File: src/rtl/ct_ciu_ctcq_respq_ctrl.sv
// ct_ciu_ctcq_respq_ctrl: 4-entry in-order queue tracking per-source responses for CTCQ transactions
module ct_ciu_ctcq_respq_ctrl (
  input  logic        forever_cpuclk,
  input  logic        cpurst,
  input  logic        ctcq_create_vld,
  output logic        ctcq_create_rdy,
  input  logic [5:0]  ctcq_create_need,
  input  logic        ctcq_create_dvm,
  output logic [1:0]  ctcq_create_id,
  input  logic [5:0]  resp_vld,
  input  logic [11:0] resp_id,
  output logic        respq_done_vld,
  input  logic        respq_done_rdy,
  output logic [1:0]  respq_done_id,
  output logic        respq_done_dvm,
  output logic [2:0]  respq_cnt,
  output logic        respq_err
);
  logic [3:0]      vld;
  logic [3:0][5:0] cmplt;
  logic [3:0]      dvm;
  logic [1:0]      head;
  logic [1:0]      tail;
  logic [2:0]      cnt;
  logic            err;
  logic [3:0][5:0] set_bits;
  logic            err_hit;
  logic [1:0]      rid;
  logic            create_fire;
  logic            pop_fire;
  assign ctcq_create_rdy = cnt != 3'd4;
  assign ctcq_create_id  = tail;
  assign create_fire     = ctcq_create_vld & ctcq_create_rdy;
  assign respq_done_vld  = vld[head] & (&cmplt[head]);
  assign respq_done_id   = head;
  assign respq_done_dvm  = dvm[head];
  assign pop_fire        = respq_done_vld & respq_done_rdy;
  assign respq_cnt       = cnt;
  assign respq_err       = err;
  // Responses only land on entries valid in registered state, so one aimed at the slot being created this cycle is an error
  always_comb begin
    set_bits = '0;
    err_hit  = 1'b0;
    rid      = '0;
    for (int k = 0; k < 6; k++) begin
      rid = resp_id[2*k +: 2];
      if (resp_vld[k] && vld[rid] && !cmplt[rid][k]) set_bits[rid][k] = 1'b1;
      else if (resp_vld[k]) err_hit = 1'b1;
    end
  end
  always_ff @(posedge forever_cpuclk) begin
    if (cpurst) begin
      head  <= '0;
      tail  <= '0;
      cnt   <= '0;
      vld   <= '0;
      cmplt <= '0;
      err   <= 1'b0;
    end else begin
      cmplt <= cmplt | set_bits;
      err   <= err | err_hit;
      if (create_fire) begin
        vld[tail]   <= 1'b1;
        cmplt[tail] <= ~ctcq_create_need;
        tail        <= tail + 2'd1;
      end
      if (pop_fire) begin
        vld[head] <= 1'b0;
        head      <= head + 2'd1;
      end
      cnt <= cnt + {2'b0, create_fire} - {2'b0, pop_fire};
    end
  end
  // The dvm flag is only observed while its entry is valid, so it needs no reset
  always_ff @(posedge forever_cpuclk) begin
    if (create_fire) dvm[tail] <= ctcq_create_dvm;
  end
endmodule

File: config.mk
export PLATFORM = sky130hd
export DESIGN_NAME = ct_ciu_ctcq_respq_ctrl
export DESIGN_NICKNAME = d
export VERILOG_FILES = /design/src/rtl/ct_ciu_ctcq_respq_ctrl.sv
export SDC_FILE = /design/constraint.sdc
export NUM_CORES = 1
export LEC_CHECK = 0
export BUFFER_PORTS_ARGS = -buffer_cell sky130_fd_sc_hd__buf_2
export CAP_MARGIN = 0
export CORE_MARGIN = 2
export CORE_UTILIZATION = 40
export CTS_CLUSTER_SIZE = 10
export DETAILED_ROUTE_END_ITERATION = 6
export PLACE_DENSITY_LB_ADDON = 0.15
export RECOVER_POWER = 50
export REMOVE_ABC_BUFFERS = 1
export SLEW_MARGIN = 20
export SYNTH_ARGS = -nofsm -noshare
export SYNTH_HDL_FRONTEND = slang
export SYNTH_SLANG_ARGS = --single-unit
export TNS_END_PERCENT = 30
File: constraint.sdc
create_clock -name forever_cpuclk -period 3.1 [get_ports forever_cpuclk]
set_input_delay 0.465 -clock forever_cpuclk [delete_from_list [all_inputs] [get_ports forever_cpuclk]]
set_output_delay 0.465 -clock forever_cpuclk [all_outputs]
set_load 0.01 [all_outputs]
==> results of run 1 <==
[cells in the mapped netlist, types with 2 or more instances]
master	instances	area [sq um]
o22ai_1	2	12.5
a21oi_1	4	20.0
nand4b_1	5	43.8
buf_2	5	25.0
and2_1	3	18.8
nand3b_1	6	45.0
a41o_1	3	30.0
a31oi_1	5	31.3
nand3_1	3	15.0
o311a_1	2	20.0
and3_4	2	22.5
xnor2_1	3	26.3
nor3b_1	5	37.5
ha_1	10	125
nor3_1	9	45.0
or3_1	2	12.5
nor4bb_1	2	20.0
and4b_1	2	20.0
inv_1	19	71.3
dfxtp_1	36	721
nand2b_1	2	12.5
a311oi_1	7	61.3
buf_6	3	33.8
clkbuf_1	6	22.5
nor2b_1	5	31.3
o21ai_0	10	50.1
o32ai_1	6	52.6
a211oi_1	19	143
edfxtp_1	4	120
nand4_1	7	43.8
or3b_2	3	26.3
o2111ai_1	2	17.5
nand2_1	14	52.6
nor2_1	17	63.8
[worst register-to-register path, delay by kind of cell, from the launching register on]
family / cells / cell delay (ns)
AOI/OAI and AO/OA: 1 / 0.35
xor gates and xnor gates: 2 / 0.31
DFF: 1 / 0.38
adders and majority gates: 3 / 0.87
and+or+nand+nor: 4 / 0.50
buffers and inverters: 1 / 0.04
[kinds of logic (layout without fill, tap and decap cells)]
family / after synthesis / in the layout
adder cells (fa/ha/maj): 11 / 11
buffers and inverters: 36 / 71
AO/OA/AOI/OAI: 67 / 67
AND/OR/NAND/NOR: 91 / 91
multiplexers: 1 / 1
flip-flops: 40 / 40
XOR/XNOR: 3 / 3
[registers in the layout, indices dropped and copies added (netlist names)]
name            flops
cmplt              24
ctcq_create_id      2
dvm                 4
respq_cnt           3
respq_done_id       2
respq_err           1
vld                 4
[per-layer routing]
metal / up-vias / part of all wire / track usage
met4: 0 / 0.011 / 0.0569
met2: 54 / 0.45 / 0.308
met3: 6 / 0.055 / 0.0511
met1: 960 / 0.49 / 0.292
li1: 1003 / - / -
met5: - / 0 / 0
[power groups by stage]
stage	Sequential, uW	Combinational, uW	Clock (uW)
3_5_place_dp	688	406	0
3_3_place_gp	687	402	0
6_report	677	396	334
4_1_cts	677	407	346
2_1_floorplan	681	246	0
5_1_grt	688	444	366
[final cells by class]
type / count / area [sq um]
fill: 579 / 2950
multi-input combinational: 173 / 1230
clock buffer: 7 / 76.3
timing repair buffer: 43 / 210
inverter: 20 / 75.1
tap: 72 / 90.1
sequential: 40 / 841
clock inverter: 1 / 3.75
[through the flow]
step           total power (uW)  hold slack [ns]   util  setup slack [ns]  cells
6_report                   1410            0.411  0.462             0.523    356
5_1_grt                    1500            0.413  0.462             0.346    356
4_1_cts                    1430            0.389  0.466             0.568    356
3_5_place_dp               1090            0.504  0.452             0.563    348
3_3_place_gp               1090            0.506  0.452             0.625    348
2_1_floorplan               927            0.509      -             0.465    233
[how the worst max path moves through the flow]
stage / slack (ns) / to / startpoint
2_1_floorplan: 0.47 / respq_cnt[2] / respq_done_id[0]
3_3_place_gp: 0.62 / respq_cnt[2] / respq_done_id[0]
3_5_place_dp: 0.56 / respq_cnt[2] / respq_done_id[0]
4_1_cts: 0.57 / respq_cnt[2] / respq_done_id[0]
5_1_grt: 0.35 / respq_cnt[2] / respq_done_id[0]
6_report: 0.52 / respq_cnt[2] / respq_done_id[0]
==> results.cfg, run 1 <==
[status]
outcome = finished, final reports clean

[power_and_ir_drop]
p_leak_uw = 0.000905
intPower_uw = 930
p_sw_frac = 0.339
power_frac_comb = 0.281
power_density_nw_per_um2 = 557
clkPwrFrac = 0.237
peakVddDrop_mv = 0.204
p_seq_frac = 0.481
p_sw_uw = 476

[sta]
fin_worst_skew_ns = 0.00247
final-hold-violation-count = 0
setup_tns_ns = 0
rsz0062_at_grt = false
maxSlewViolCount = 0
maxSlewHeadroom = 0.491
worst_pin_slew_ns = 0.763
fmax_mhz = 388
finalCritPeriodShare = 0.831
timing.final.crit_period_ns = 2.58
final-setup-viol-count = 0

[logic_synthesis]
yosys_warnings = 0
synth_cell_types = 50
synth-edff-count = 4
yosysSeqAreaShare = 0.374
synthAdderAreaFrac = 0.0646
synth.avg_cell_area_sq_um = 9.02
synth_top_family_by_area = simple AND/OR/NAND/NOR gates
postSynth.asyncResetShare = 0
syn_inst = 249
synth_compound_area_frac = 0.225
synthesis.area_sq_um = 2250
synth-seq-cells = 40
synthMuxAreaShare = 0.0100
yosys.area_share.simple = 0.241
ys.flop_type = dfxtp_1
synth_xor_area_frac = 0.0117

[floorplan]
core_sq_um = 5470
die_area_sq_um = 6230
num_rows = 27
start_util = 0.410
die_w_um = 78.9
die_h_um = 78.9
ios = 40

[clock_network]
cts_hold_buffers = 0
clk_latency_ns = 0.29
cts_tree = done
cts_buffers = 5
htreeDepth = 2
cts_buffer_depth = 2
clkTransAtPathRegs_ns = 0.08
cts_resized = 0
root_buffer = clkbuf_8
post_cts_buffers = 0
cts.sinks = 40

[worst_setup_path]
cp-start-kind = flop
worstSetupPathDepth = 11
crit_fanout = 6
crit_path_max_incr_delay_ns = 0.38
r2r_start = respq_done_id[0]
crit_type = flop to flop
crit_chain = nand4b_1, nor2_1, o32a_1, and2_0, ha_1, inv_1, ha_1, fa_1, xnor2_1, xnor2_1, nor2_1
r2r_slack_ns = 0.52
required_ns = 3.25
critPathTopFamily = adder cells
crit_buf_inv = 1
cp_slowest_cell = dfxtp_1
arrival_ns = 2.73
r2r-end = respq_cnt[2]
end_kind = flop
rr_worst_depth = 11

[final_layout]
synthToLayoutAreaGrowth_pct = 12.5
design_area_sq_um = 2530
layout_commonest_cell = dfxtp_1
diodes = 0
nNetsFinal = 323
final_cell_mix = dfxtp_1, buf_2, inv_1, a211oi_1, nor2_1
drive_gt1_frac = 0.162

[grt]
grt_max_degree = 42
grt_pass1_vias = 1856
grt_first_pass_wirelength_mm = 9.80
gr-usage-all-layers = 0.205
antenna_found_initial = 0
gr-total-overflow = 0

[detailed_routing]
routed_wl_mm = 6.08
drt-pass1-iter-count = 4
drcViolationCount = 0
wl_per_cell_um = 17.1
drtAntennaViolNets = 0
num_vias = 2023
drtIter0Drc = 91
vias_per_cell = 5.68

[placement]
gp_congestion = 0.881
port_buffers = 39
dp_hpwl_mm = 4.38
placed_area_sq_um = 2470

[hold_path]
hold_class = primary input to flop
hp-start = ctcq_create_need[0]
whs_path_depth = 2
hold_end = cmplt[18]

[run]
cap_violations = 0
(Power assumes the default switching activity.)
==> inputs of run 2 (changes only) <==
--- a/config.mk
+++ b/config.mk
@@ -5,6 +5,7 @@
 export SDC_FILE = /design/constraint.sdc
 export NUM_CORES = 1
 export LEC_CHECK = 0
+export ABC_AREA = 1
 export BUFFER_PORTS_ARGS = -buffer_cell sky130_fd_sc_hd__buf_2
 export CAP_MARGIN = 0
 export CORE_MARGIN = 2
==> constraint.sdc (replaced) <==
create_clock -name forever_cpuclk -period 2.4 [get_ports forever_cpuclk]
set_input_delay 0.36 -clock forever_cpuclk [delete_from_list [all_inputs] [get_ports forever_cpuclk]]
set_output_delay 0.36 -clock forever_cpuclk [all_outputs]
set_load 0.01 [all_outputs]
==> run 2 against run 1 <==
Net effect:
- register-to-register slack got worse by 0.30 ns
- synthesized area rose by 21%
- critical path depth up 2
- combinational power grew 42%
- worst hold slack worse by 0.15 ns
- sequential share of layout area is 5.7 points lower
- setup slack got worse by 0.30 ns
- flip-flop and latch count unchanged
- first-iteration DRC count increased by 84%
- highest routed layer unchanged
==> results.cfg, run 2 <==
[status]
outcome = finished, final reports clean

[clock_network]
clkTransAtPathRegs_ns = 0.08
cts_buffer_depth = 2
cts_resized = 0
clk_latency_ns = 0.30
root_buffer = clkbuf_8
cts_tree = done
post_cts_buffers = 0
cts_hold_buffers = 0
cts_buffers = 5
cts.sinks = 40
htreeDepth = 2

[power_and_ir_drop]
peakVddDrop_mv = 0.297
p_seq_frac = 0.430
clkPwrFrac = 0.286
power_density_nw_per_um2 = 647
p_leak_uw = 0.00149
fin_total_pwr_uw = 1980
power_frac_comb = 0.284
intPower_uw = 1280
p_sw_frac = 0.351
p_sw_uw = 693

[run]
cap_violations = 0

[logic_synthesis]
ys_top_cells_by_area = dfxtp_1, nand2_1, inv_1
synthesis.area_sq_um = 2720
yosysTopAreaCell = dfxtp_1
synth.avg_cell_area_sq_um = 6.50
postSynth.asyncResetShare = 0
synth_common_cells = nand2_1, inv_1, dfxtp_1, o21ai_0, nor2_1
yosys.area.top_type_share = 0.265
synth-seq-cells = 40
synth-edff-count = 4
synth_cell_types = 33
yosys_warnings = 0
syn_inst = 418
ys.flop_type = dfxtp_1
yosysMostFrequentCell = nand2_1
yosysSeqAreaShare = 0.309

[placement]
place_ws_ns = 0.129
gp_congestion = 0.927
port_buffers = 39
dp_hpwl_mm = 5.58

[floorplan]
die_w_um = 86.4
die_area_sq_um = 7470
core_sq_um = 6680
num_rows = 30
start_util = 0.407
die_h_um = 86.4
ios = 40

[detailed_routing]
drtIter0Drc = 167
drt-pass1-iter-count = 4
drtAntennaViolNets = 0
num_vias = 2699
wl_per_cell_um = 13.8
drcViolationCount = 0
routed_wl_mm = 7.44
vias_per_cell = 5.02

[final_layout]
drive_gt1_frac = 0.159
final_cell_mix = nand2_1, inv_1, o21ai_0
ff_latch_area_sq_um = 842
layout_commonest_cell = nand2_1
fill_cells = 721
synthToLayoutAreaGrowth_pct = 12.2
top_register = cmplt
biggestRegsByFlops = cmplt (24), dvm (4), vld (4)
diodes = 0
multiInputGateArea_sq_um = 1490
largest_reg_flops = 24
nNetsFinal = 497

[grt]
antenna_found_initial = 0
gr-total-overflow = 0
grt_first_pass_wirelength_mm = 12.3
grt_pass1_vias = 2483
grt_max_degree = 19
gr-usage-all-layers = 0.211

[worst_setup_path]
arrival_ns = 2.38
end_kind = flop
cp-start-kind = flop
crit_type = flop to flop
required_ns = 2.61
crit_fanout = 8

[sta]
finalCritPeriodShare = 0.908
fin_worst_skew_ns = 0.00434
worst_pin_slew_ns = 0.415
timing.final.crit_period_ns = 2.18
maxSlewViolCount = 0
setup_slack_ns = 0.222
fmax_mhz = 459
setup_tns_ns = 0
timing.hold.ws_ns = 0.264
rsz0062_at_grt = false
maxSlewHeadroom = 0.722
final-setup-viol-count = 0
final-hold-violation-count = 0

[hold_path]
hold_class = primary input to flop
## run 2: worst paths after layout
path,start,end,slack (ns),depth (start not counted)
max,respq_done_id[0],respq_cnt[1],0.22,13
min,cpurst,respq_cnt[0],0.26,2
max reg2reg,respq_done_id[0],respq_cnt[1],0.22,13
min reg2reg,cmplt[1],cmplt[1],0.50,2
## run 2: power groups by stage
stage          sequential [uW]  clock [uW]  combinational (uW)
5_1_grt                    864         609                 649
2_1_floorplan              858           0                 390
4_1_cts                    850         578                 601
6_report                   849         566                 561
3_5_place_dp               864           0                 597
3_3_place_gp               864           0                 594
## run 2: metal layers
metal	up-vias	wire length, um	GRT usage
met3	9	435	0.0324
met1	1198	3440	0.290
met2	79	3470	0.347
met4	0	99	0.0568
li1	1413	-	-
met5	-	0	0
## run 2: final cells by class
type	instances	area share
flip-flops and latches	40	0.276
clock inverters	3	0.0139
multi-input cells	290	0.487
inverters	75	0.0927
clock buffers	5	0.0226
well taps	80	0.0328
repair buffers	45	0.0746
## run 2: worst max-delay path: stages, from the launching register on
cell	delay (ns)
dfxtp_2	0.37
inv_2	0.13
nand4_1	0.09
nor2_1	0.09
nor2_1	0.04
o21ai_1	0.13
nand3_2	0.15
inv_2	0.13
ha_1	0.23
inv_1	0.05
ha_1	0.14
fa_1	0.41
inv_1	0.07
nor2_1	0.03
## run 2: cells by family (layout without fill, tap and decap cells)
logic type / count (synthesis) / after routing / synth area share
AO/OA/AOI/OAI: 80 / 80 / 0.161
XOR/XNOR: 2 / 2 / 0.00644
adder cells (fa/ha/maj): 11 / 11 / 0.0534
buffers and inverters: 88 / 128 / 0.130
flip-flops: 40 / 40 / 0.309
AND/OR/NAND/NOR: 197 / 197 / 0.341
## run 2: stage by stage
stage | cell area (sq um) | utilization | cells
after CTS | 3100 | 0.464 | 538
after floorplan | 2650 | - | 405
after global routing | 3050 | 0.457 | 538
after detailed placement | 2990 | 0.448 | 530
final | 3050 | 0.457 | 538
after global placement | 2990 | 0.448 | 530
